### config.mk
export PLATFORM = sky130hd
export DESIGN_NAME = instr_issue_queue_flat
export DESIGN_NICKNAME = d
export VERILOG_FILES = /design/src/rtl/instr_issue_queue_pkg.sv /design/src/rtl/instr_issue_queue_if.sv /design/src/rtl/instr_issue_queue_fifo.sv /design/src/rtl/instr_issue_queue.sv /design/src/flat_wrapper.sv
export SDC_FILE = /design/constraint.sdc
export NUM_CORES = 1
export LEC_CHECK = 0
export CAP_MARGIN = 25
export CORE_MARGIN = 5
export CORE_UTILIZATION = 40
export CTS_CLUSTER_SIZE = 28
export DETAILED_ROUTE_END_ITERATION = 12
export MAX_ROUTING_LAYER = met4
export PLACE_DENSITY = 0.63
export SETUP_SLACK_MARGIN = 0.5
export SLEW_MARGIN = 20
export SYNTH_ARGS = -nofsm -noshare
export SYNTH_HDL_FRONTEND = slang
export SYNTH_SLANG_ARGS = --single-unit
### constraint.sdc
create_clock -name clk -period 5.99 [get_ports clk]
set_input_delay 1.198 -clock clk [delete_from_list [all_inputs] [get_ports clk]]
set_output_delay 1.198 -clock clk [all_outputs]
set_load 0.05 [all_outputs]
### src/rtl/instr_issue_queue_pkg.sv
// Shared types and defaults for the instruction issue queue.
// The FSM state type is a plain 2-bit vector with named constants.
package issue_pkg;

    localparam int DEF_INSTR_W = 11;
    localparam int DEF_DEPTH   = 4;
    localparam int RETIRE_W    = 16;

    typedef logic [1:0] state_t;

    localparam state_t IDLE  = 2'd0;
    localparam state_t ISSUE = 2'd1;
    localparam state_t EXEC  = 2'd2;

endpackage

### src/rtl/instr_issue_queue_if.sv
// Host and control-circuit handshake for the issue queue.
// The slave modport is the queue's view; master is the environment's.
interface instr_issue_queue_if
    import issue_pkg::*;
#(
    parameter int INSTR_W = DEF_INSTR_W
);
    logic               in_valid;
    logic               in_ready;
    logic [INSTR_W-1:0] in_instr;
    logic [INSTR_W-1:0] cc_instr;
    logic               cc_start;
    logic               cc_done;

    modport slave (
        input  in_valid,
        input  in_instr,
        input  cc_done,
        output in_ready,
        output cc_instr,
        output cc_start
    );

    modport master (
        output in_valid,
        output in_instr,
        output cc_done,
        input  in_ready,
        input  cc_instr,
        input  cc_start
    );
endinterface

### src/rtl/instr_issue_queue_fifo.sv
// issue_fifo: synchronous FIFO with flush; push/pop are ignored when full/empty
// and flush wins over both. DEPTH must be a power of two so pointers wrap freely.
module issue_fifo #(
    parameter int WIDTH = 11,
    parameter int DEPTH = 4
) (
    input  logic                   clk,
    input  logic                   reset,
    input  logic                   push_i,
    input  logic                   pop_i,
    input  logic                   flush_i,
    input  logic [WIDTH-1:0]       wdata_i,
    output logic [WIDTH-1:0]       rdata_o,
    output logic [$clog2(DEPTH):0] count_o,
    output logic                   full_o,
    output logic                   empty_o
);
    localparam int PTR_W = $clog2(DEPTH);
    localparam int CNT_W = PTR_W + 1;

    logic [WIDTH-1:0] mem_q [DEPTH];
    logic [PTR_W-1:0] wr_ptr_q, wr_ptr_d;
    logic [PTR_W-1:0] rd_ptr_q, rd_ptr_d;
    logic [CNT_W-1:0] count_q, count_d;
    logic             push_ok;
    logic             pop_ok;

    assign full_o  = (count_q == CNT_W'(DEPTH));
    assign empty_o = (count_q == '0);
    assign count_o = count_q;
    assign rdata_o = mem_q[rd_ptr_q];

    assign push_ok = push_i && !full_o && !flush_i;
    assign pop_ok  = pop_i && !empty_o && !flush_i;

    always_comb begin
        // NOTE: every always_comb output gets a default first so no path leaves it unassigned (no latch).
        wr_ptr_d = wr_ptr_q;
        rd_ptr_d = rd_ptr_q;
        count_d  = count_q;
        if (flush_i) begin
            wr_ptr_d = '0;
            rd_ptr_d = '0;
            count_d  = '0;
        end else begin
            if (push_ok) wr_ptr_d = wr_ptr_q + 1'b1;
            if (pop_ok)  rd_ptr_d = rd_ptr_q + 1'b1;
            case ({push_ok, pop_ok})
                2'b10:   count_d = count_q + 1'b1;
                2'b01:   count_d = count_q - 1'b1;
                default: count_d = count_q;
            endcase
        end
    end

    // NOTE: sequential state uses non-blocking assignment so all registers update from pre-edge values.
    always_ff @(posedge clk) begin
        if (reset) begin
            wr_ptr_q <= '0;
            rd_ptr_q <= '0;
            count_q  <= '0;
        end else begin
            wr_ptr_q <= wr_ptr_d;
            rd_ptr_q <= rd_ptr_d;
            count_q  <= count_d;
        end
    end

    // NOTE: storage is not reset; count/pointers already mark every entry invalid after reset.
    always_ff @(posedge clk) begin
        if (push_ok) mem_q[wr_ptr_q] <= wdata_i;
    end

endmodule

### src/rtl/instr_issue_queue.sv
// Issues queued instructions one at a time to the control circuit, holding each
// word until cc_done. Optional retire counter under `ISSUE_RETIRE_CNT_EN.
module instr_issue_queue
    import issue_pkg::*;
#(
    parameter int INSTR_W = DEF_INSTR_W,
    parameter int DEPTH   = DEF_DEPTH
) (
    input  logic                   clk,
    input  logic                   reset,
    instr_issue_queue_if.slave     bus,
    input  logic                   flush,
    output logic                   busy,
    output logic [$clog2(DEPTH):0] count,
    output logic [RETIRE_W-1:0]    retired_cnt
);
    state_t             state_q, state_d;
    logic [INSTR_W-1:0] cc_instr_q, cc_instr_d;
    logic [INSTR_W-1:0] fifo_head;
    logic               fifo_full;
    logic               fifo_empty;
    logic               done_ok;
    logic               pop;

    issue_fifo #(
        .WIDTH (INSTR_W),
        .DEPTH (DEPTH)
    ) u_fifo (
        .clk     (clk),
        .reset   (reset),
        .push_i  (bus.in_valid && !fifo_full),
        .pop_i   (pop),
        .flush_i (flush),
        .wdata_i (bus.in_instr),
        .rdata_o (fifo_head),
        .count_o (count),
        .full_o  (fifo_full),
        .empty_o (fifo_empty)
    );

    // cc_done only counts while an instruction is actually executing.
    assign done_ok = (state_q == EXEC) && bus.cc_done;
    assign pop     = !flush && !fifo_empty && ((state_q == IDLE) || done_ok);

    always_comb begin
        state_d    = state_q;
        cc_instr_d = cc_instr_q;
        case (state_q)
            IDLE:    if (pop) state_d = ISSUE;
            ISSUE:   state_d = EXEC;
            EXEC:    if (done_ok) state_d = pop ? ISSUE : IDLE;
            default: state_d = IDLE;
        endcase
        if (pop) cc_instr_d = fifo_head;
    end

    always_ff @(posedge clk) begin
        if (reset) begin
            state_q    <= IDLE;
            cc_instr_q <= '0;
        end else begin
            state_q    <= state_d;
            cc_instr_q <= cc_instr_d;
        end
    end

    assign bus.cc_instr = cc_instr_q;
    assign bus.cc_start = (state_q == ISSUE);
    assign bus.in_ready = !fifo_full;
    assign busy         = (state_q != IDLE);

`ifdef ISSUE_RETIRE_CNT_EN
    logic [RETIRE_W-1:0] retired_q, retired_d;

    always_comb begin
        retired_d = retired_q;
        if (done_ok && (retired_q != '1)) retired_d = retired_q + 1'b1;
    end

    // Cleared only by reset; flush leaves the statistic intact.
    always_ff @(posedge clk) begin
        if (reset) retired_q <= '0;
        else       retired_q <= retired_d;
    end

    assign retired_cnt = retired_q;
`else
    assign retired_cnt = '0;
`endif

endmodule

### src/flat_wrapper.sv
// flat-port wrapper written by rule: the top's interface ports become plain ports
module instr_issue_queue_flat import issue_pkg::*;
#(
    parameter int INSTR_W = DEF_INSTR_W,
    parameter int DEPTH   = DEF_DEPTH
)
  (clk, reset, flush, busy, count, retired_cnt, bus_in_valid, bus_in_instr, bus_cc_done, bus_in_ready, bus_cc_instr, bus_cc_start);
  instr_issue_queue_if #(.INSTR_W(INSTR_W)) bus_i ();
  input  logic clk;
  input  logic reset;
  input  logic flush;
  output logic busy;
  output logic [$clog2(DEPTH):0] count;
  output logic [RETIRE_W-1:0] retired_cnt;
  input wire logic [$bits(bus_i.in_valid)-1:0] bus_in_valid;
  input wire logic [$bits(bus_i.in_instr)-1:0] bus_in_instr;
  input wire logic [$bits(bus_i.cc_done)-1:0] bus_cc_done;
  output wire logic [$bits(bus_i.in_ready)-1:0] bus_in_ready;
  output wire logic [$bits(bus_i.cc_instr)-1:0] bus_cc_instr;
  output wire logic [$bits(bus_i.cc_start)-1:0] bus_cc_start;
  assign bus_i.in_valid = bus_in_valid;
  assign bus_i.in_instr = bus_in_instr;
  assign bus_i.cc_done = bus_cc_done;
  assign bus_in_ready = bus_i.in_ready;
  assign bus_cc_instr = bus_i.cc_instr;
  assign bus_cc_start = bus_i.cc_start;
  instr_issue_queue #(.INSTR_W(INSTR_W), .DEPTH(DEPTH)) u_core (.clk(clk), .reset(reset), .bus(bus_i), .flush(flush), .busy(busy), .count(count), .retired_cnt(retired_cnt));
endmodule
### Yosys cells after proc, flatten, opt, wreduce, memory -nomap -nowiden

Memories as Yosys holds them, arrays and structs flattened. A register that Yosys moved wholly into a read port is not among the register bits.
Index checks and enable logic that the tools add are counted.

| word-level totals | value |
|---|---|
| register bits | 9 |
| memory bits (writable) | 44 |
| output and inout bits | 33 |
| logic and storage cells | 41 |
| memories kept | 1 |

Memory list:

| memory | words | width | read ports | clocked after Yosys merged registers in | write ports | line | text |
|---|---|---|---|---|---|---|---|
| u_core.u_fifo.mem_q | 4 | 11 | 1 | 1 | 1 | instr_issue_queue_fifo.sv:21 | `logic [WIDTH-1:0] mem_q [DEPTH];` |

| operators by class | value |
|---|---|
| add/subtract/negate cells | 4 |
| equal/unequal tests | 7 |
| mux-type cells | 7 |
| reductions and logical operators | 18 |

Operator list:

| operator | number |
|---|---|
| $logic_and 1x1->1 | 8 |
| $pmux 2 s3 | 1 |
| $pmux 3 s2 | 1 |
| $add 2x1->2 const B | 2 |
| $eq 2x1->1 const B | 2 |
| $eq 2x2->1 const B | 2 |
| $mux 2 | 2 |
| $ne 2x1->1 const B | 2 |
| $reduce_bool 2->1 | 2 |
| $add 3x1->3 const B | 1 |
| $eq 3x3->1 const B | 1 |
| $logic_not 1->1 | 3 |
| $logic_not 3->1 | 1 |
| $mux 1 | 3 |
| $sub 3x1->3 const B | 1 |
| $logic_not 2->1 | 1 |
| $reduce_and 2->1 | 1 |
| $reduce_or 2->1 | 1 |
| $logic_or 1x1->1 | 1 |

### Logic depth before layout (Yosys ltp)

Gate-level depths: netlist (run 1).

| logic depth | value |
|---|---|
| word-level depth | 8 |
| mapped depth | 9 |
| gate-level depth less buffers | 9 |

### By module

From an unflattened synthesis (run 1), not the netlist that was laid out.

| second synthesis, totals | value |
|---|---|
| cell total of the unflattened synthesis | 189 |
| area total of the unflattened synthesis | 2819.0 um^2 |

By module, submodules not included:

| module | instances | cells an instance | area an instance (um^2) | sequential area each (um^2) |
|---|---|---|---|---|
| issue_fifo | 1 | 114 | 2094.5 | 1501.4 |
| instr_issue_queue | 1 | 75 | 724.4 | 260.2 |

### Worst setup path before layout (run 1)

No wires, ideal clock.

| path | value |
|---|---|
| kind | input to register |
| from | in flush |
| to | reg u_core.u_fifo.count_q[2], in the netlist u_core.u_fifo.count_o[2] |
| setup time | 70 ps |
| data arrival time | 3086 ps |
| data required time | 5920 ps |
| slack | 2834 ps |
| stages on the path | 9 |
| cells stage by stage | or2_4 nor3_1 buf_2 ha_1 inv_1 fa_1 xor2_1 or3_1 a21oi_1 |

| on the way | value |
|---|---|
| cells in the longest elaborated chain, start to end | 7 |
| elaborated cells between the ends (all ways) | 11 |
| classes of those cells | eq/ne (2); mux (1); reduce/logical (8) |

Ends and longest elaborated chain:

| what | line | text |
|---|---|---|
| start: declaration | flat_wrapper.sv:11 | `input logic flush;` |
| $logic_not 1->1 * | instr_issue_queue_fifo.sv:34, instr_issue_queue.sv:43 |  |
| $logic_and 1x1->1 (2 in a row) | instr_issue_queue.sv:43 | `assign pop = !flush && !fifo_empty && ((state_q == IDLE) \|\| done_ok);` |
| $logic_and 1x1->1 | instr_issue_queue_fifo.sv:34 | `assign pop_ok = pop_i && !empty_o && !flush_i;` |
| $logic_and 1x1->1 * | instr_issue_queue_fifo.sv:34 |  |
| via u_core.u_fifo.pop_ok | instr_issue_queue_fifo.sv:26 | `logic pop_ok;` |
| $eq 2x1->1 / $eq 2x2->1 (equally long branches) | instr_issue_queue_fifo.sv:48 | `case ({push_ok, pop_ok})` |
| $pmux 3 s2 / $reduce_bool 2->1 (equally long branches) | -- |  |
| end signal: assignment | instr_issue_queue_fifo.sv:65 | `count_q <= count_d;` |
| end: declaration | instr_issue_queue_fifo.sv:24 | `logic [CNT_W-1:0] count_q, count_d;` |

Mark *: on every way through the listed nets, which the timed path passes. The rest lies on a longest branch.
A chain may end at the register's enable or synchronous reset.

### Worst setup path in the final report (run 1)

| path | value |
|---|---|
| from | reg u_core.u_fifo.count_q[2], in the netlist u_core.u_fifo.count_o[2] |
| to | out bus_in_ready |

| on the way | value |
|---|---|
| cells in the longest elaborated chain, start to end | 2 |

Ends and longest elaborated chain:

| what | line | text |
|---|---|---|
| $eq 3x3->1 | instr_issue_queue_fifo.sv:28 | `assign full_o = (count_q == CNT_W'(DEPTH));` |
| $logic_not 1->1 | instr_issue_queue.sv:69 | `assign bus.in_ready = !fifo_full;` |
| end: declaration | flat_wrapper.sv:18 | `output wire logic [$bits(bus_i.in_ready)-1:0] bus_in_ready;` |

No other way between the ends.

==> summary.md, run 1 <==
| Metric | Value |
|---|---|
| Worst EP required | `4.79 ns` |
| Cell area after synthesis | `0.002696 mm^2` |
| CTS Hold Buffers Added | `0` |
| Cell count after synthesis | `175` |
| Worst rel slew slack | `0.5026` |
| CP max-delay cell | `clkdlybuf4s50_1` |
| Height of the die | `92.10 um` |
| Global placer's final weighted congestion | `0.7741` |
| Worst skew pair latency | `0.32 ns` |
| Postcts setup bufs | `0` |
| Vias in the first global route | `1385` |
| All-Layer GR Usage | `0.1180` |
| First-pass GRT wire length | `7279 um` |
| Synth warn | `0` |
| Synth Flop Type | `edfxtp_1` |
| Yosys reg bits | `64` |
| Filler instances | `594` |
| Final critical-path share of the clock period | `0.5346` |
| Nets | `234` |
| Router iterations before antenna repair | `4` |
| Hold_sp | `u_core.bus.cc_instr[9]` |
| Final core utilization | `0.4751` |
| Gr ovfl total | `0` |
| Setup-failing EPs final | `0` |
| PwrDens | `269.6 mW/mm^2` |
| Count leader, synth | `edfxtp_1` |
| RSZ-0062 raised after global routing | `no` |
| Fin. Hold Viols | `0` |
| Layout Area Growth over Synthesis | `17.73%` |
| Post-cts resize count | `0` |
| Least-Margin Pin Slew | `0.7451 ns` |
| Min-delay worst type | `flop to flop` |
| TritonCTS clock tree | `done` |
| Startpoint Class | `flop` |
| Layout cells sized above 1 | `0.09217` |
| R2R Path End | `u_core.u_fifo.count_o[2]` |
| Fmax | `312.3 MHz` |
| Clock slew at reported path FFs | `0.07 ns` |
| DP Wirelength | `3022 um` |
| Overall power | `0.8557 mW` |
| Fin cells | `297` |
| P_leak | `1.066 nW` |
| Hold path depth | `2` |
| Vias post-DR | `1442` |
| H-Tree Depth | `3` |
| Die W | `92.10 um` |
| Outcome | `finished clean` |
| DRC violations left | `0` |
| Io pins | `49` |
| Routed vias/inst | `4.855` |
| Post-synthesis sequential area ratio | `0.6385` |
| Antenna Nets Post-Route | `0` |
| Largest net degree at the start of global routing | `15` |
| CP startpoint | `u_core.u_fifo.count_o[2]` |
| WL/cell | `15.12 um` |
| Path depth of the worst reg2reg path | `9` |
| Synth unique cells | `32` |
| Diode count | `0` |
| Max cap viols | `0` |
| CTS root buffer | `clkbuf_8` |
| Synth cell count leaders | `edfxtp_1 (44), dfxtp_1 (20), buf_4 (17)` |
| Crit path to | `bus_in_ready` |
| Post-synth EDFFs | `44` |
| WS Path Type | `flop to output port` |
| Synth top area cells | `edfxtp_1 (49%), dfxtp_1 (15%), mux4_1 (9.7%), buf_4 (4.7%), o2bb2ai_1 (3.6%)` |
| FFs w/ async S/R, synth | `0` |
| Initial DRC Count | `55` |
| Initial Utilization | `0.4036` |
| Critical path's largest stage delay | `0.73 ns` |
| Initial antenna violation count | `0` |
| Worst vdd ir | `140.7 uV` |
| Critical Path AT | `2.00 ns` |
| Reg2Reg Launch Point | `u_core.u_fifo.count_o[2]` |
| Top cell type's share of synthesized area | `0.4900` |
| Clock Tree Buf Depth | `2` |
| Die area | `0.008482 mm^2` |
| Post-synth top area cell | `edfxtp_1` |
| Post-layout minimum cycle time | `3.202 ns` |
| Num CTS Buffers | `9` |
| Final Skew | `0.008098 ns` |
| Slew Limit Fails | `0` |
| Row Count | `30` |
| Core area | `0.006681 mm^2` |
| Setup TNS | `0 ns` |
| IO buf count | `32` |
| Avg Cell Area, Syn | `15.41 um^2` |
| Crit path cell chain | `nor3b_1 -> inv_1 -> clkdlybuf4s50_1` |
| DP Cell Count | `281` |
| # clock sinks | `64` |
| Critical Path End Type | `output port` |
| Crit path max fanout | `5` |
| R2r setup slk | `3.68 ns` |
| WL final | `4491 um` |
[cells in the final DEF (no fill, tap or decap), types with 2 or more instances in the layout]
| cell | synthesis | final |
|---|---|---|
| edfxtp_1 | 44 | 44 |
| clkdlybuf4s50_1 | 0 | 32 |
| dfxtp_1 | 20 | 20 |
| conb_1 | 1 | 16 |
| nand2b_1 | 11 | 11 |
| o2bb2ai_1 | 11 | 11 |
| inv_1 | 10 | 10 |
| mux4_1 | 10 | 10 |
| clkbuf_8 | 0 | 9 |
| a21oi_1 | 6 | 6 |
| nor2_1 | 6 | 6 |
| ha_1 | 5 | 5 |
| and2_1 | 4 | 4 |
| nor3_1 | 3 | 3 |
| o21ai_0 | 3 | 3 |
| clkbuf_1 | 3 | 3 |
| nor2b_1 | 2 | 2 |
| or2_2 | 2 | 2 |
| nand3_1 | 2 | 2 |
| xor2_1 | 2 | 2 |
| clkinv_2 | 0 | 2 |
| buf_4 | 17 | 2 |
[layout make-up]
cell class / count / area (um^2) / share of cell area
sequential: 64 / 1722 / 0.5424
clock buffer: 12 / 135.1 / 0.04257
timing repair buffer: 34 / 335.3 / 0.1056
multi-input combinational: 93 / 823.3 / 0.2594
tap: 80 / 100.1 / 0.03153
clock inverter: 4 / 21.27 / 0.006701
inverter: 10 / 37.54 / 0.01183
[worst max-delay path: cells and delay by family, from the launching register on]
family / cells / cell delay (ns)
AND/OR/NAND/NOR: 1 / 0.42
flip-flops: 1 / 0.38
buffers and inverters: 2 / 0.88
[flip-flops by register name, indices dropped and copies added, names as in the netlist]
name and count:
u_core.u_fifo.rd_ptr_q 2, u_core.bus.cc_instr 11, u_core.u_fifo.count_o 3, u_core.u_fifo.mem_q 44, u_core.u_fifo.wr_ptr_q 2, u_core.state_q 2
[metal layers]
layer	vias up	routed length, um	track usage
met5	-	0	-
met4	0	108	0.06683
met3	7	193	0.02379
met2	39	2193	0.1880
met1	702	1996	0.1399
li1	694	-	-
[through the flow]
| stage | hold slack (ns) | setup slack [ns] | area, um^2 |
|---|---|---|---|
| 2_1_floorplan | 0.4837 | 2.834 | 2753 |
| 3_3_place_gp | 0.4651 | 2.571 | 3018 |
| 3_5_place_dp | 0.4694 | 2.512 | 3018 |
| 4_1_cts | 0.4809 | 2.784 | 3174 |
| 5_1_grt | 0.5019 | 2.648 | 3174 |
| 6_report | 0.4775 | 2.788 | 3174 |
[power by group]
part           switching [mW]  internal [mW]  total [mW]
combinational          0.0517         0.0245      0.0762
clock                   0.147          0.148       0.295
sequential            0.00393          0.481       0.484
total                   0.203          0.653       0.856
[logic make-up after synthesis]
logic type      after synthesis  share of synthesized area
compound gates               21                    0.05522
fa+ha+maj                     6                    0.03063
buf+inv                      33                    0.07703
other cells                   1                   0.001391
xor+xnor                      2                   0.006498
simple gates                 36                    0.08074
mux                          12                     0.1100
flops                        64                     0.6385
[worst min-delay path by stage]
stage | endpoint | slack (ns)
final | u_core.bus.cc_instr[9] | 0.48
after global routing | u_core.bus.cc_instr[2] | 0.50
after CTS | u_core.bus.cc_instr[2] | 0.48
after detailed placement | u_core.bus.cc_instr[2] | 0.47
after global placement | u_core.bus.cc_instr[9] | 0.47
after floorplan | u_core.u_fifo.wr_ptr_q[0] | 0.48
(Power assumes the default switching activity.)
==> run 2: changes to the inputs <==
- PLACE_DENSITY: 0.63 -> 0.65
- clock period: 5.99 -> 2.87 ns (I/O delays scaled with it)
==> run 2 against run 1 <==
First-iteration DRC count is the same. Global-route usage up 0.37 points. Combinational power increased by 120%. Clock-buffer cell count up 1. Hold slack barely moved. Critical path depth is 1 lower. Clock power grew 130%. Sequential power increased by 110%. Flip-flop and latch count is the same. Final cell count grew 2.4%. Sequential share of layout area is 1.5 points lower. Non-clock buffer count up 7. Critical path type unchanged.
==> summary.md, run 2 (same netlist as run 1, synthesis figures left out) <==
| Metric | Value |
|---|---|
| Router iterations before antenna repair | `4 (unchanged)` |
| Worst skew pair latency | `0.33 ns (about the same)` |
| Crit path cell chain | `nor2b_1 -> clkdlybuf4s50_1` |
| TritonCTS clock tree | `done` |
| Gr ovfl total | `0 (unchanged)` |
| Height of the die | `92.10 um (unchanged)` |
| H-Tree Depth | `3 (unchanged)` |
| Worst rel slew slack | `0.5084 (+0.005770)` |
| Core area | `0.006681 mm^2 (unchanged)` |
| Layout cells sized above 1 | `0.1518 (+0.05962)` |
| Reg2Reg Launch Point | `u_core.u_fifo.count_o[2]` |
| Fin. Hold Viols | `0 (unchanged)` |
| Filler instances | `591 (-0.51%)` |
| Setup TNS | `0 ns (unchanged)` |
| Crit-path leading delay family | `buffers and inverters` |
| Setup-failing EPs final | `0 (unchanged)` |
| Critical path's largest stage delay | `0.82 ns (+0.09 ns)` |
| Outcome | `finished clean` |
| Die area | `0.008482 mm^2 (unchanged)` |
| Min-delay worst type | `flop to flop` |
| Least-Margin Pin Slew | `0.7318 ns (-0.01327 ns)` |
| Initial antenna violation count | `0 (unchanged)` |
| WL final | `4578 um (+1.9%)` |
| Fmax | `435.2 MHz` |
| Critical Path AT | `1.72 ns (-0.28 ns)` |
| CP max-delay cell | `clkdlybuf4s50_1` |
| Antenna Nets Post-Route | `0 (unchanged)` |
| Most frequent cells in the layout | `edfxtp_1 (44), clkdlybuf4s50_1 (30), dfxtp_1 (17), conb_1 (16)` |
| Final Skew | `0.005748 ns (-0.002349 ns)` |
| Post-layout minimum cycle time | `2.298 ns` |
| Final critical-path share of the clock period | `0.8006` |
| Path depth of the worst reg2reg path | `8 (-1)` |
| WL/cell | `15.06 um (-0.41%)` |
| Commonest non-fill, non-tap cell in the layout | `edfxtp_1` |
| Crit path to | `bus_cc_start` |
| Critical Path End Type | `output port` |
| Largest net degree at the start of global routing | `15 (unchanged)` |
| Worst vdd ir | `271.9 uV (+93%)` |
| IO buf count | `32 (unchanged)` |
| RSZ-0062 raised after global routing | `no` |
| Worst EP required | `2.30 ns (-2.49 ns)` |
| Clock Tree Buf Depth | `2 (unchanged)` |
| Max reg flops | `44 (unchanged)` |
| Global placer's final weighted congestion | `0.7006 (-9.5%)` |
| Pre-CTS setup slack | `0.1437 ns (-2.368 ns)` |
| Initial Utilization | `0.4036 (unchanged)` |
| DRC violations left | `0 (unchanged)` |
| PwrDens | `565.6 mW/mm^2 (+110%)` |
| Crit path max fanout | `4 (-1)` |
| Row Count | `30 (unchanged)` |
| CP startpoint | `u_core.state_q[0]` |
| Nets | `241 (+3.0%)` |
| First-pass GRT wire length | `7272 um (about the same)` |
| Initial DRC Count | `55 (unchanged)` |
| R2R Path End | `u_core.u_fifo.count_o[2]` |
| Layout Area Growth over Synthesis | `21.30%` |
| Overall power | `1.850 mW (+120%)` |
| Clock slew at reported path FFs | `0.07 ns (about the same)` |
| Startpoint Class | `flop` |
| DP Wirelength | `3097 um (+2.5%)` |
| Diode count | `0 (unchanged)` |
| CTS root buffer | `clkbuf_8` |
| Num CTS Buffers | `9 (unchanged)` |
| Worst path depth | `2 (-1)` |
| Buf/Inv on CP | `1 (-1)` |
| Top reg by flops | `u_core.u_fifo.mem_q` |
| All-Layer GR Usage | `0.1217 (+0.003744)` |
| # clock sinks | `64 (unchanged)` |
| Vias in the first global route | `1431 (+3.3%)` |
| P_leak | `1.127 nW (+5.7%)` |
| Routed vias/inst | `4.704 (-3.1%)` |
| R2r setup slk | `0.79 ns (-2.89 ns)` |
| Die W | `92.10 um (unchanged)` |
| WS Path Type | `flop to output port` |
| Io pins | `49 (unchanged)` |
| Slew Limit Fails | `0 (unchanged)` |
| Vias post-DR | `1430 (-0.83%)` |
| CTS Hold Buffers Added | `0 (unchanged)` |
| Post-route setup slack | `0.5723 ns (-2.216 ns)` |
| Max cap viols | `0 (unchanged)` |
run 2: cell type report:
cell class	instances	area (um^2)	area share
clock inverter	3	17.52	0.005356
multi-input combinational	93	842.1	0.2575
inverter	10	37.54	0.01148
sequential	64	1725	0.5275
tap	80	100.1	0.03060
timing repair buffer	41	389.1	0.1190
clock buffer	13	158.9	0.04858
run 2: what timing repair did:
| action | CTS | global route |
|---|---|---|
| pin swaps | 0 | 2 |
| endpoints found under the setup margin | 1 | 2 |
| gates resized for setup | 1 | 3 |
| buffers inserted | 0 | 1 |
run 2: tightest hold or removal path, cell delays in order (launching register included):
cell,delay (ns)
dfxtp_1,0.31
nand2b_1,0.06
o2bb2ai_1,0.06
run 2: metal layers:
layer / share of wire / up-vias / track usage
met5: 0 / - / -
li1: - / 712 / -
met2: 0.49 / 37 / 0.1940
met1: 0.43 / 674 / 0.1307
met4: 0.024 / 0 / 0.08911
met3: 0.052 / 7 / 0.03199
run 2: power breakdown:
group | total [mW] | internal, mW | switching [mW]
clock network | 0.674 | 0.358 | 0.315
registers | 1.01 | 1.00 | 0.00841
logic | 0.165 | 0.0554 | 0.110
total | 1.85 | 1.42 | 0.433
run 2: worst min-delay path by stage:
stage                                endpoint  cells after the start  slack [ns]                      start
CTS                    u_core.bus.cc_instr[6]                      2        0.48     u_core.bus.cc_instr[6]
finish                 u_core.bus.cc_instr[6]                      2        0.48     u_core.bus.cc_instr[6]
global route           u_core.bus.cc_instr[4]                      2        0.51     u_core.bus.cc_instr[4]
global placement       u_core.bus.cc_instr[7]                      2        0.47     u_core.bus.cc_instr[7]
detailed placement     u_core.bus.cc_instr[6]                      2        0.47     u_core.bus.cc_instr[6]
floorplan           u_core.u_fifo.wr_ptr_q[0]                      2        0.48  u_core.u_fifo.wr_ptr_q[0]
run 2: stage by stage:
stage | cell area [um^2] | hold WS [ns] | cells | util
floorplan | 2774 | 0.4837 | 190 | -
global placement | 3078 | 0.4658 | 287 | 0.4607
detailed placement | 3078 | 0.4717 | 287 | 0.4607
CTS | 3253 | 0.4832 | 303 | 0.4869
global route | 3271 | 0.5105 | 304 | 0.4895
finish | 3271 | 0.4775 | 304 | 0.4895
==> run 3: changes to the inputs <==
- PLACE_DENSITY: 0.65 -> 0.63
- clock period: 2.87 -> 2.3 ns (I/O delays scaled with it)
==> run 3 against run 2 <==
Hold slack got worse by 0.0038 ns. Setup slack got worse by 0.20 ns. Total power rose by 36%. Critical path depth rose by 7. Sequential power rose by 25%. Final area rose by 7.3%. Highest routed layer unchanged. Combinational power rose by 38%. Utilization rose by 3.6 points. Routed wire length rose by 5.1%. Final cell count rose by 5.3%. Clock-buffer cell count fell by 2. Global-route usage rose by 0.30 points.
==> summary.md, run 3 (same netlist as run 1, synthesis figures left out) <==
| Metric | Value |
|---|---|
| Path depth of the worst reg2reg path | `9 (+1)` |
| Initial antenna violation count | `0 (unchanged)` |
| Least-Margin Pin Slew | `0.5483 ns (-0.1835 ns)` |
| Filler instances | `572 (-3.2%)` |
| Layout Area Growth over Synthesis | `30.12%` |
| Nets | `257 (+6.6%)` |
| Post-route setup slack | `0.3767 ns (-0.1956 ns)` |
| WL final | `4811 um (+5.1%)` |
| Clock Tree Buf Depth | `2 (unchanged)` |
| Die area | `0.008482 mm^2 (unchanged)` |
| R2R Path End | `u_core.u_fifo.count_o[2]` |
| R2r setup slk | `0.38 ns (-0.41 ns)` |
| CTS Hold Buffers Added | `0 (unchanged)` |
| PwrDens | `716.8 mW/mm^2 (+27%)` |
| Routed vias/inst | `4.828 (+2.6%)` |
| Hold Crit Endpoint | `u_core.bus.cc_instr[1]` |
| Critical Path End Type | `flop` |
| WS Path Type | `flop to flop` |
| Final critical-path share of the clock period | `0.8362` |
| Slew Limit Fails | `0 (unchanged)` |
| Max reg flops | `44 (unchanged)` |
| Worst skew pair latency | `0.33 ns (about the same)` |
| Global placer's final weighted congestion | `0.7158 (+2.2%)` |
| All-Layer GR Usage | `0.1248 (+0.003011)` |
| Hold path depth | `2 (unchanged)` |
| H-Tree Depth | `3 (unchanged)` |
| Initial DRC Count | `50 (-9.1%)` |
| Height of the die | `92.10 um (unchanged)` |
| Num CTS Buffers | `9 (unchanged)` |
| Row Count | `30 (unchanged)` |
| WL/cell | `15.03 um (-0.16%)` |
| Die W | `92.10 um (unchanged)` |
| Vias in the first global route | `1549 (+8.2%)` |
| DRC violations left | `0 (unchanged)` |
| Core area | `0.006681 mm^2 (unchanged)` |
| Reg area | `0.001735 mm^2 (+0.58%)` |
| P_leak | `1.308 nW (+16%)` |
| Startpoint Class | `flop` |
| Fin cells | `320 (+5.3%)` |
| IO buf count | `32 (unchanged)` |
| Outcome | `finished clean` |
| Crit path max fanout | `3 (-1)` |
| Post-Place Cell Area | `0.003208 mm^2 (+4.2%)` |
| Commonest non-fill, non-tap cell in the layout | `edfxtp_1` |
| Gr ovfl total | `0 (unchanged)` |
| Fmax | `519.9 MHz` |
| Worst EP required | `2.56 ns (+0.26 ns)` |
| Overall power | `2.515 mW (+36%)` |
| Initial Utilization | `0.4036 (unchanged)` |
| Clock slew at reported path FFs | `0.07 ns (about the same)` |
| CTS root buffer | `clkbuf_8` |
| Worst rel slew slack | `0.6340 (+0.1256)` |
| Layout cells sized above 1 | `0.2708 (+0.1190)` |
| Io pins | `49 (unchanged)` |
| # clock sinks | `64 (unchanged)` |
| Hold_sp | `u_core.bus.cc_instr[1]` |
| DP Wirelength | `3215 um (+3.8%)` |
| Antenna Nets Post-Route | `0 (unchanged)` |
| Reg2Reg Launch Point | `u_core.u_fifo.count_o[1]` |
| Router iterations before antenna repair | `4 (unchanged)` |
| First-pass GRT wire length | `7741 um (+6.4%)` |
| Worst vdd ir | `424.0 uV (+56%)` |
| RSZ-0062 raised after global routing | `yes` |
| DP Cell Count | `294 (+2.4%)` |
| TritonCTS clock tree | `done` |
| Most frequent cells in the layout | `edfxtp_1 (44), buf_4 (22), conb_1 (16), dlygate4sd2_1 (15), dfxtp_1 (15)` |
| Max cap viols | `0 (unchanged)` |
| Final Skew | `0.006577 ns (+0.0008282 ns)` |
| Setup-failing EPs final | `0 (unchanged)` |
| Fin. Hold Viols | `0 (unchanged)` |
| Min-delay worst type | `flop to flop` |
| Area of the multi-input gates | `890.9 um^2 (+5.8%)` |
| Vias post-DR | `1545 (+8.0%)` |
| Pre-CTS setup slack | `-0.1800 ns (-0.3238 ns)` |
| Critical Path AT | `2.18 ns (+0.46 ns)` |
| Diode count | `0 (unchanged)` |
| Top reg by flops | `u_core.u_fifo.mem_q` |
| Design area | `0.003508 mm^2 (+7.3%)` |
| Post-layout minimum cycle time | `1.923 ns` |
| Largest net degree at the start of global routing | `15 (unchanged)` |
==> run 3: cell count changes in the layout (fill, tap and decap cells not counted), sizes merged <==
| cell | before | now |
|---|---|---|
| clkinv | 3 | 2 |
| bufinv | 0 | 2 |
| clkdlybuf4s15 | 0 | 1 |
| dlymetal6s2s | 1 | 0 |
| clkinvlp | 0 | 1 |
| clkbuf | 13 | 11 |
| buf | 9 | 29 |
| clkdlybuf4s50 | 30 | 12 |
| dlygate4sd2 | 1 | 15 |
==> run 3: power by group <==
| part | switching [mW] | internal, mW | total (mW) | leakage [nW] |
|---|---|---|---|---|
| sequential | 0.0102 | 1.25 | 1.26 | 0.565 |
| combinational | 0.145 | 0.0819 | 0.227 | 0.639 |
| clock | 0.419 | 0.611 | 1.03 | 0.104 |
==> run 3: how the worst max path moves through the flow <==
stage / from / endpoint / depth (start not counted)
floorplan: flush / u_core.u_fifo.count_o[2] / 9
global placement: flush / u_core.u_fifo.count_o[2] / 9
detailed placement: flush / u_core.u_fifo.count_o[2] / 9
CTS: u_core.state_q[0] / u_core.u_fifo.count_o[2] / 8
global route: u_core.u_fifo.count_o[1] / u_core.u_fifo.count_o[2] / 9
finish: u_core.u_fifo.count_o[1] / u_core.u_fifo.count_o[2] / 9
==> run 3: timing repair <==
| item | 4_1_cts | 5_1_grt |
|---|---|---|
| pin swaps | 10 | 4 |
| endpoints found under the setup margin | 19 | 8 |
| gates resized for setup | 40 | 14 |
| setup buffers | 9 | 1 |
==> run 3: worst max-delay path, stage by stage, from the launching register on <==
cell	delay (ns)
dfxtp_4	0.36
buf_4	0.12
nor3_4	0.05
nor3_4	0.21
ha_4	0.17
inv_2	0.04
fa_2	0.34
xor2_1	0.15
or3_1	0.32
a21oi_2	0.11
==> run 3: layout make-up <==
| class | count | area share |
|---|---|---|
| Tap cell | 80 | 0.02853 |
| Clock inverter | 5 | 0.02318 |
| Multi-Input combinational cell | 93 | 0.2539 |
| Sequential cell | 64 | 0.4946 |
| Inverter | 10 | 0.01070 |
| Timing Repair Buffer | 57 | 0.1516 |
| Clock buffer | 11 | 0.03745 |
==> run 3: per-layer routing <==
metal / GRT usage / wire length [um] / part of all wire / vias to the layer above
li1: - / - / - / 746
met1: 0.1461 / 2112 / 0.44 / 746
met2: 0.1946 / 2343 / 0.49 / 43
met3: 0.02625 / 224 / 0.047 / 10
met4: 0.08168 / 130 / 0.027 / 0
met5: - / 0 / 0 / -
==> run 3: metrics by stage <==
step	TNS [ns]	hold slack, ns	utilization
after floorplan	0	0.4837	-
after global placement	-0.1415	0.4677	0.4802
final	0	0.4737	0.5251
after detailed placement	-0.2025	0.4679	0.4802
after CTS	0	0.4773	0.5227
after global routing	0	0.5063	0.5251
==> RTL edit (settings of run 2) <==
`cc_instr_q` no longer has a reset.
--- a/src/rtl/instr_issue_queue.sv
+++ b/src/rtl/instr_issue_queue.sv
@@ -57,11 +57,13 @@
     always_ff @(posedge clk) begin
         if (reset) begin
             state_q    <= IDLE;
-            cc_instr_q <= '0;
         end else begin
             state_q    <= state_d;
-            cc_instr_q <= cc_instr_d;
         end
+    end
+
+    always_ff @(posedge clk) begin
+        cc_instr_q <= cc_instr_d;
     end
 
     assign bus.cc_instr = cc_instr_q;
Check against the original RTL: differs if reset is asserted again (counterexample within 4 cycles, from zero or initial values and one cycle with reset high); with reset held inactive, the same outputs for 10 cycles.
==> RTL edit against run 2 <==
Wire length decreased by 7.2%. Total power is 2.7% higher. Sequential cell count is the same. Clock skew grew 0.0018 ns. Non-clock buffer count down 3. Cell area is 3.1% lower. Via count down 8.2%. Global-route usage down 0.53 points. Register-to-register slack lost 0.05 ns. Area after synthesis decreased by 3.7%. Setup slack gained 0.028 ns. Critical endpoint is now u_core.u_fifo.count_o[2]$_SDFFE_PP0P_.
==> RTL edit: results (changes against run 2) <==
{
  "worst_case_vdd_ir_drop": {"value": 354, "unit": "uV", "change": "+30%"},
  "synth_enable_flop_cells": {"value": 55, "change": "+25%"},
  "run_status": "complete, no violations",
  "skew": {"value": 0.00754, "unit": "ns", "change": "+0.00179 ns"},
  "synthTopCellsByCount": "55 x sky130_fd_sc_hd__edfxtp_1, 16 x sky130_fd_sc_hd__buf_4, 11 x sky130_fd_sc_hd__mux4_2",
  "antenna-diode-count": {"value": 0, "change": "unchanged"},
  "reg2regPathDepth": {"value": 9, "change": "+1"},
  "drtIter0Drc": {"value": 62, "change": "+13%"},
  "startpoint_of_the_worst_hold_path": "u_core.u_fifo.count_o[2]$_SDFFE_PP0P_",
  "grt_first_pass_wirelength": {"value": 7.02, "unit": "mm", "change": "-3.5%"},
  "drive_above_1_share": {"value": 0.205, "change": "+0.0532"},
  "met3_length": {"value": 298, "unit": "um", "change": "+24%"},
  "vias_in_the_first_global_route": {"value": 1473, "change": "+2.9%"},
  "worstReg2RegStart": "u_core.u_fifo.count_o[0]$_SDFFE_PP0P_",
  "finalHoldWorstSlack": {"value": 0.538, "unit": "ns", "change": "+0.0609 ns"},
  "met2_usage": {"value": 0.189, "change": "-0.00518"},
  "synth-seq-area-share": {"value": 0.705, "change": "+0.0667"},
  "power.static_leakage": {"value": 1.10, "unit": "nW", "change": "-2.2%"},
  "via_count": {"value": 1313, "change": "-8.2%"},
  "postRouteWirelength": {"value": 4.25, "unit": "mm", "change": "-7.2%"},
  "design.final.nets": {"value": 217, "change": "-10%"},
  "layout.filler_cells": {"value": 528, "change": "-11%"},
  "dp.final_hpwl": {"value": 2.86, "unit": "mm", "change": "-7.7%"},
  "crit_fanout": {"value": 2, "change": "-2"},
  "synth-xor-area-share": {"value": 0.00674, "change": "+0.000247"},
  "gp_congestion": {"value": 0.724, "change": "+3.4%"},
  "ys_types": {"value": 33, "change": "+3.1%"},
  "routed_wire_length_on_met2": {"value": 2.19, "unit": "mm", "change": "-2.3%"},
  "min_to": "u_core.u_fifo.count_o[2]$_SDFFE_PP0P_",
  "global_route.usage.met3": {"value": 0.0633, "change": "+0.0313"},
  "grt.total_usage": {"value": 0.116, "change": "-0.00532"},
  "use_met1": {"value": 0.120, "change": "-0.0110"},
  "m1WireLength": {"value": 1.69, "unit": "mm", "change": "-15%"},
  "arithmetic_cell_share_of_the_synthesized_area_counting_full_adders_half_adders_and_majority_gates": {"value": 0.0318, "change": "+0.00117"},
  "synth_compound_gate_area_share": {"value": 0.0241, "change": "-0.0311"},
  "tightest_slew": {"value": 0.856, "unit": "ns", "change": "+0.124 ns"},
  "synth_area_leaders": "sky130_fd_sc_hd__edfxtp_1 64%, sky130_fd_sc_hd__mux4_2 9.5%, sky130_fd_sc_hd__dfxtp_1 6.9%, sky130_fd_sc_hd__buf_4 4.6%, sky130_fd_sc_hd__ha_1 2.4%"
}
RTL edit: cell types whose count changed after synthesis, sizes merged, moves of 2 or more:
cell,delta
and3,+2
edfxtp,+11
dfxtp,-11
nor3,-2
o2bb2ai,-11
clkbuf,-2
nand2b,-10
RTL edit: power breakdown:
| part | total, W | leakage, nW | switching, W | internal [W] |
|---|---|---|---|---|
| clock | 0.000716 | 0.0937 | 0.000320 | 0.000396 |
| sequential | 0.00103 | 0.573 | 0.00000761 | 0.00103 |
| combinational | 0.000149 | 0.436 | 0.000101 | 0.0000484 |
| total | 0.00190 | 1.10 | 0.000428 | 0.00147 |
RTL edit: cell families after synthesis:
kind of cell	count (synthesis)
xor gates and xnor gates	2
adders and majority gates	6
DFF	64
AOI/OAI and AO/OA	10
buffers and inverters	30
muxes	12
other	1
and+or+nand+nor	26
RTL edit: timing repair:
item	4_1_cts	5_1_grt
hold buffers	0	0
endpoints found under the setup margin	1	3
resized for setup	1	5
endpoints found under the hold margin	0	0
RTL edit: final cells by class:
class	instances	share of cell area
inverters	10	0.0118
repair buffers	38	0.116
clock inverters	6	0.0189
flip-flops and latches	64	0.578
well taps	77	0.0304
multi-input cells	72	0.204
clock buffers	10	0.0403
RTL edit: worst max-delay path by stage:
| stage | to | cells past startpoint | from |
|---|---|---|---|
| 2_1_floorplan | u_core.u_fifo.count_o[2]$_SDFFE_PP0P_ | 8 | u_core.u_fifo.count_o[0]$_SDFFE_PP0P_ |
| 3_3_place_gp | u_core.u_fifo.count_o[2]$_SDFFE_PP0P_ | 10 | bus_in_valid |
| 3_5_place_dp | u_core.u_fifo.count_o[2]$_SDFFE_PP0P_ | 10 | bus_in_valid |
| 4_1_cts | u_core.u_fifo.count_o[2]$_SDFFE_PP0P_ | 10 | bus_in_valid |
| 5_1_grt | u_core.u_fifo.count_o[2]$_SDFFE_PP0P_ | 10 | bus_in_valid |
| 6_report | u_core.u_fifo.count_o[2]$_SDFFE_PP0P_ | 9 | bus_cc_done |
RTL edit: critical path, stage by stage:
cell and delay, ns:
sky130_fd_sc_hd__clkdlybuf4s50_1 0.45, sky130_fd_sc_hd__nand2b_1 0.11, sky130_fd_sc_hd__and3_1 0.17, sky130_fd_sc_hd__ha_1 0.18, sky130_fd_sc_hd__inv_1 0.06, sky130_fd_sc_hd__fa_1 0.38
sky130_fd_sc_hd__xor2_1 0.16, sky130_fd_sc_hd__or3_1 0.30, sky130_fd_sc_hd__a21oi_1 0.14
RTL edit: through the flow:
step	cells	utilization	instance area [um^2]	setup slack, ns	total power [W]
finish	277	0.499	3170	0.601	0.00190
global route	277	0.499	3170	0.496	0.00198
CTS	277	0.496	3150	0.536	0.00192
detailed placement	261	0.467	2970	0.161	0.00120
global placement	261	0.467	2970	0.294	0.00120
floorplan	166	-	2660	0.568	0.00117
